==> config.mk <==
export PLATFORM = sky130hd
export DESIGN_NAME = fifo_rd_packer
export DESIGN_NICKNAME = d
export VERILOG_FILES = /design/src/rtl/cnn_fifo_pkg.sv /design/src/rtl/fifo_rd_out_stage.sv /design/src/rtl/fifo_rd_packer.sv
export SDC_FILE = /design/constraint.sdc
export NUM_CORES = 1
export LEC_CHECK = 0
export CORE_MARGIN = 5
export CORE_UTILIZATION = 50
export CTS_CLUSTER_DIAMETER = 150
export CTS_CLUSTER_SIZE = 12
export DETAILED_ROUTE_END_ITERATION = 6
export PLACE_DENSITY = 0.86
export SYNTH_ARGS = -nofsm -noshare
export SYNTH_HDL_FRONTEND = slang
export SYNTH_HIERARCHICAL = 1
export SYNTH_SLANG_ARGS = --single-unit
==> constraint.sdc <==
create_clock -name clk_i -period 2.85 [get_ports clk_i]
set_clock_uncertainty 0.05 [all_clocks]
set_input_delay 0.285 -clock clk_i [delete_from_list [all_inputs] [get_ports clk_i]]
set_output_delay 0.285 -clock clk_i [all_outputs]
set_load 0.05 [all_outputs]
==> src/rtl/cnn_fifo_pkg.sv <==
// rtl/cnn_fifo_pkg.sv - shared FSM state type and default constants for the FIFO read packer
package cnn_fifo_pkg;

    typedef enum logic [1:0] {
        ST_FILL  = 2'd0,
        ST_DRAIN = 2'd1,
        ST_FLUSH = 2'd2
    } state_t;

    localparam int WIDTH_DEF = 8;
    localparam int PACK_DEF  = 4;
    localparam int STATS_W   = 16;

endpackage

==> src/rtl/fifo_rd_out_stage.sv <==
// rtl/fifo_rd_out_stage.sv - output beat register and valid/ready handshake
// Optional beat/stall counters under FIFO_RD_PACKER_STATS_EN.
module fifo_rd_out_stage
    import cnn_fifo_pkg::*;
#(
    parameter int Width = WIDTH_DEF,
    parameter int Pack  = PACK_DEF
) (
    input  logic                  clk_i,
    input  logic                  rst_i,
    input  logic                  i_load,
    input  logic [Width*Pack-1:0] i_data,
    input  logic [Pack-1:0]       i_keep,
    input  logic                  i_last,
    output logic                  o_can_load,
    output logic [Width*Pack-1:0] o_m_data,
    output logic [Pack-1:0]       o_m_keep,
    output logic                  o_m_last,
    output logic                  o_m_valid,
`ifdef FIFO_RD_PACKER_STATS_EN
    output logic [STATS_W-1:0]    o_beats,
    output logic [STATS_W-1:0]    o_stall,
`endif
    input  logic                  i_m_ready
);

    logic                  r_valid;
    logic [Width*Pack-1:0] r_data;
    logic [Pack-1:0]       r_keep;
    logic                  r_last;

    // A new beat may enter while the current one is being accepted.
    assign o_can_load = !r_valid || i_m_ready;

    always_ff @(posedge clk_i) begin
        if (rst_i) begin
            r_valid <= 1'b0;
            r_data  <= '0;
            r_keep  <= '0;
            r_last  <= 1'b0;
        end else if (i_load) begin
            r_valid <= 1'b1;
            r_data  <= i_data;
            r_keep  <= i_keep;
            r_last  <= i_last;
        end else if (r_valid && i_m_ready) begin
            r_valid <= 1'b0;
        end
    end

    assign o_m_valid = r_valid;
    assign o_m_data  = r_data;
    assign o_m_keep  = r_keep;
    assign o_m_last  = r_last;

`ifdef FIFO_RD_PACKER_STATS_EN
    logic [STATS_W-1:0] r_beats;
    logic [STATS_W-1:0] r_stall;

    always_ff @(posedge clk_i) begin
        if (rst_i) begin
            r_beats <= '0;
            r_stall <= '0;
        end else begin
            if (r_valid && i_m_ready) begin
                r_beats <= r_beats + 1'b1;
            end
            if (r_valid && !i_m_ready && (r_stall != '1)) begin
                r_stall <= r_stall + 1'b1;
            end
        end
    end

    assign o_beats = r_beats;
    assign o_stall = r_stall;
`endif

endmodule

==> src/rtl/fifo_rd_packer.sv <==
// rtl/fifo_rd_packer.sv - packs Pack FIFO words into one output beat, with flush of partial beats
// Optional beats_o/stall_o counters under FIFO_RD_PACKER_STATS_EN.
module fifo_rd_packer
    import cnn_fifo_pkg::*;
#(
    parameter int Width = WIDTH_DEF,
    parameter int Pack  = PACK_DEF
) (
    input  logic                  clk_i,
    input  logic                  rst_i,
    input  logic                  empty_i,
    output logic                  read_o,
    input  logic [Width-1:0]      r_data_i,
    input  logic                  flush_i,
    output logic [Width*Pack-1:0] m_data_o,
    output logic [Pack-1:0]       m_keep_o,
    output logic                  m_last_o,
    output logic                  m_valid_o,
    input  logic                  m_ready_i,
`ifdef FIFO_RD_PACKER_STATS_EN
    output logic [STATS_W-1:0]    beats_o,
    output logic [STATS_W-1:0]    stall_o,
`endif
    output logic                  busy_o
);

    localparam int            CW     = $clog2(Pack + 1);
    localparam logic [CW-1:0] PACK_C = CW'(Pack);

    state_t                r_state;
    state_t                w_state_nxt;
    logic [CW-1:0]         r_cnt;
    logic [CW-1:0]         w_cnt_eff;
    logic                  r_inflight;
    logic [Width*Pack-1:0] r_pack;
    logic [Width*Pack-1:0] w_part_data;
    logic [Pack-1:0]       w_part_keep;
    logic [Width*Pack-1:0] w_ld_data;
    logic [Pack-1:0]       w_ld_keep;
    logic                  w_can_load;
    logic                  w_load_full;
    logic                  w_load_part;
    logic                  w_load;

    // cnt+inflight never exceeds Pack, so a full pack register never has a word in flight.
    assign w_load_full = (r_cnt == PACK_C) && w_can_load;
    assign w_load_part = (r_state == ST_FLUSH) && (r_cnt != PACK_C) && w_can_load;
    assign w_load      = w_load_full || w_load_part;

    // Treat the pack register as empty in the cycle it moves out, so reading never pauses.
    assign w_cnt_eff = w_load ? '0 : r_cnt;

    assign read_o = !rst_i && !empty_i && (r_state == ST_FILL)
                    && ((w_cnt_eff + CW'(r_inflight)) < PACK_C);

    always_comb begin
        w_part_keep = '0;
        w_part_data = '0;
        for (int i = 0; i < Pack; i++) begin
            w_part_keep[i] = (CW'(i) < r_cnt);
            if (w_part_keep[i]) begin
                w_part_data[i*Width +: Width] = r_pack[i*Width +: Width];
            end
        end
    end

    assign w_ld_data = w_load_full ? r_pack : w_part_data;
    assign w_ld_keep = w_load_full ? '1 : w_part_keep;

    always_comb begin
        w_state_nxt = r_state;
        case (r_state)
            ST_FILL:  if (flush_i)     w_state_nxt = ST_DRAIN;
            ST_DRAIN: if (!r_inflight) w_state_nxt = ST_FLUSH;
            ST_FLUSH: if (w_load_part) w_state_nxt = ST_FILL;
            default:                   w_state_nxt = ST_FILL;
        endcase
    end

    always_ff @(posedge clk_i) begin
        if (rst_i) begin
            r_state    <= ST_FILL;
            r_cnt      <= '0;
            r_inflight <= 1'b0;
            r_pack     <= '0;
        end else begin
            r_state    <= w_state_nxt;
            r_inflight <= read_o;
            r_cnt      <= w_cnt_eff + CW'(r_inflight);
            if (r_inflight) begin
                r_pack[w_cnt_eff*Width +: Width] <= r_data_i;
            end
        end
    end

    assign busy_o = (r_state != ST_FILL) || (r_cnt != '0) || r_inflight;

    fifo_rd_out_stage #(
        .Width (Width),
        .Pack  (Pack)
    ) u_out_stage (
        .clk_i      (clk_i),
        .rst_i      (rst_i),
        .i_load     (w_load),
        .i_data     (w_ld_data),
        .i_keep     (w_ld_keep),
        .i_last     (w_load_part),
        .o_can_load (w_can_load),
        .o_m_data   (m_data_o),
        .o_m_keep   (m_keep_o),
        .o_m_last   (m_last_o),
        .o_m_valid  (m_valid_o),
`ifdef FIFO_RD_PACKER_STATS_EN
        .o_beats    (beats_o),
        .o_stall    (stall_o),
`endif
        .i_m_ready  (m_ready_i)
    );

endmodule
==> results.md <==
* Final ANT Viol Nets at 0
* Cts repair resizes at 0
* Static Leak at 1.486 nW
* Yosys top cell by area: dfxtp_1
* Sw Share at 0.2413
* Vias in the first global route at 2,372
* Worst slew margin relative to its limit at 0.4655
* Syn Inst Count at 324
* Fraction of layout cells with a size suffix above 1 at 0.1065
* Num CTS Buffers at 9
* Cts hold-fix bufs at 0
* Clk sinks at 76
* Core area at 6314 µm²
* IO Pins at 53
* Root buf cell: clkbuf_8
* Nets at 397
* Total global routing overflow at 0
* Final period utilization at 0.9137
* Clk pwr share at 0.406
* Share of the synthesized area in the top cell type at 0.4730
* Final hold vios at 0
* Yosys cell types at 36
* Async SR Flop Fraction at 0
* Reg2reg setup slack at 360 ps
* FF-to-FF End: r_pack[17]
* Die Y at 90.21 µm
* Post-synth top flop: dfxtp_1
* Number of setup buffers added after CTS at 0
* 1st-pass router iterations at 4
* Diodes inserted at 0
* Largest net degree at the start of global routing at 78
* WP data required at 2520 ps
* Yosys reg bits at 76
* Via Count at 2,342
* Hold path start: rst_i
* Post-Place Worst Slack at 143.3 ps
* Crit-path max FO at 17
* Warnings, synthesis at 6
* VDD IR-drop max at 0.3054 mV
* Full die area at 8138 µm²
* GPL Wtd Cong at 0.8615
* Maximum clock insertion buffer count at 2
* Worst Setup Path Type: reg2out
* Antenna violations before repair at 0
* Flop pwr share at 0.515
* Max-slew violation count at 0
* DRC viols at 0
* FP Rows at 29
* Post-route minimum period at 2604 ps
* Starting DRT DRC Count at 106
* Count leader, synth: dfxtp_1
* CP Launch Type: flip-flop
* Synth cell count leaders: dfxtp_1 (76), mux2i_1 (64), nor2_1 (64)
* Initial core utilization at 0.5095
* Post-Syn Area at 3217 µm²
* RR Startpoint: r_cnt[0]
* Syn nets at 341
* Synth top area cells: dfxtp_1 (47%), mux2i_1 (20%), nor2_1 (7.5%)
* P_sw at 508.0 µW
* Mean Syn Cell Area at 9.929 µm²
* PortBufs at 52
* Hold crit path type: in2reg
* Clk slew on worst S/H paths at 80 ps
* WHS Path Cells at 4
* Tot GR Track Use at 0.1728
* Combinational share of power at 0.079
* Via/cell ratio at 5.069
* Hold Path End: r_inflight
* Setup ws final at 245.9 ps
* Final Setup Violations at 0
* Tightest Pin Transition at 801.7 ps
* CP endpoint kind: output pin
* Post-route setup TNS at 0 ps
* Max_cap viols at 0
* Area grow syn2layout at 24.58%
* First-pass GRT wire length at 11.39 mm
* RSZ-0062 raised after global routing: false
* Pint at 1.597 mW
* DRT Wirelength at 6.735 mm
* CTS tree: yes
* Sequential element share of the synthesized area at 0.4730
* Number of cells on the worst reg-to-reg path at 9
* Number of flops mapped to enable cells by yosys at 0
* CTS H-tree lvls at 3
* Hpwl dp at 4.580 mm
* DR WL/cell at 14.58 µm
* Arr. time, crit path at 2270 ps
* Skew-Pair Late Insertion Delay at 350 ps
* Status: complete, no violations
* Power density over cell area at 525.3 nW/µm²
* Die W at 90.21 µm
* Fmax at 384.0 MHz
-- flip-flops by register name, indices dropped and copies added (netlist names) --
signal                 count
r_pack                    32
u_out_stage/o_m_keep       4
r_inflight                 1
r_cnt                      3
u_out_stage/o_m_last       1
r_state                    2
u_out_stage/o_m_valid      1
u_out_stage/o_m_data      32
-- area by class of cell --
type	count	area (µm²)
Sequential cell	76	1521
Fill cell	546	2306
Timing Repair Buffer	62	600.6
Multi-Input combinational cell	225	1556
Clock buffer	11	151.4
Inverter	6	22.52
Tap cell	77	96.34
Clock inverter	5	58.81
-- cell families after synthesis --
kind of cell / after synthesis / share of synthesized area
AO/OA/AOI/OAI: 17 / 0.04240
adder cells (fa/ha/maj): 4 / 0.01556
buffers and inverters: 23 / 0.04550
flip-flops: 76 / 0.4730
multiplexers: 65 / 0.2026
AND/OR/NAND/NOR: 139 / 0.2209
-- worst max path at each step --
stage                           from    endpoint  cells past startpoint
2_1_floorplan  u_out_stage/o_m_valid   r_pack[0]                      9
3_3_place_gp               m_ready_i  r_pack[19]                     11
3_5_place_dp               m_ready_i  r_pack[23]                     11
4_1_cts                     r_cnt[2]      busy_o                      4
5_1_grt                   r_state[1]      read_o                      9
6_report                    r_cnt[2]      busy_o                      4
-- worst max-delay path, stage by stage, from the launching register on --
cell,delay (ps)
dfxtp_1,480
nor3_2,280
inv_1,70
or4_1,390
clkdlybuf4s50_1,710
-- layer usage --
| metal | global-route usage | up-vias | part of all wire |
|---|---|---|---|
| met5 | 0 | - | 0 |
| met2 | 0.2762 | 56 | 0.46 |
| met1 | 0.2186 | 1085 | 0.47 |
| met4 | 0.08809 | 0 | 0.021 |
| li1 | - | 1190 | - |
| met3 | 0.03756 | 11 | 0.049 |
-- stage by stage --
step,power [mW],util,std cells,hold WS (ps),area (µm²)
6_report,2.105,0.6348,462,210.7,4008
5_1_grt,2.186,0.6348,462,263.6,4008
4_1_cts,2.126,0.6348,462,197.6,4008
3_5_place_dp,1.276,0.6015,446,414.9,3797
3_3_place_gp,1.272,0.6015,446,414.8,3797
2_1_floorplan,1.223,-,324,365.4,3217
-- power by group through the flow --
stage | Combinational, mW | Clock (mW) | Sequential (mW)
finish | 0.167 | 0.854 | 1.08
global route | 0.180 | 0.919 | 1.09
CTS | 0.167 | 0.874 | 1.08
detailed placement | 0.167 | 0 | 1.11
global placement | 0.164 | 0 | 1.11
floorplan | 0.116 | 0 | 1.11
-- placed cells by master (no fill, tap or decap), types with 2 or more instances in the layout --
| master | netlist | final |
|---|---|---|
| nor2b_1 | 28 | 27 |
| o21ai_2 | 2 | 2 |
| o21ai_0 | 7 | 7 |
| nand3_1 | 8 | 8 |
| mux2i_1 | 64 | 64 |
| clkbuf_8 | 0 | 11 |
| nand4b_1 | 2 | 2 |
| buf_4 | 2 | 10 |
| clkinvlp_4 | 0 | 2 |
| inv_1 | 5 | 5 |
| nand2b_1 | 11 | 11 |
| and2_1 | 8 | 8 |
| ha_1 | 4 | 4 |
| a21oi_1 | 5 | 5 |
| nor2_2 | 3 | 3 |
| clkdlybuf4s50_1 | 0 | 50 |
| dfxtp_1 | 76 | 76 |
| nor2_1 | 64 | 64 |
| nand2_1 | 5 | 5 |
No activity file was read; power rests on OpenSTA's default activity.
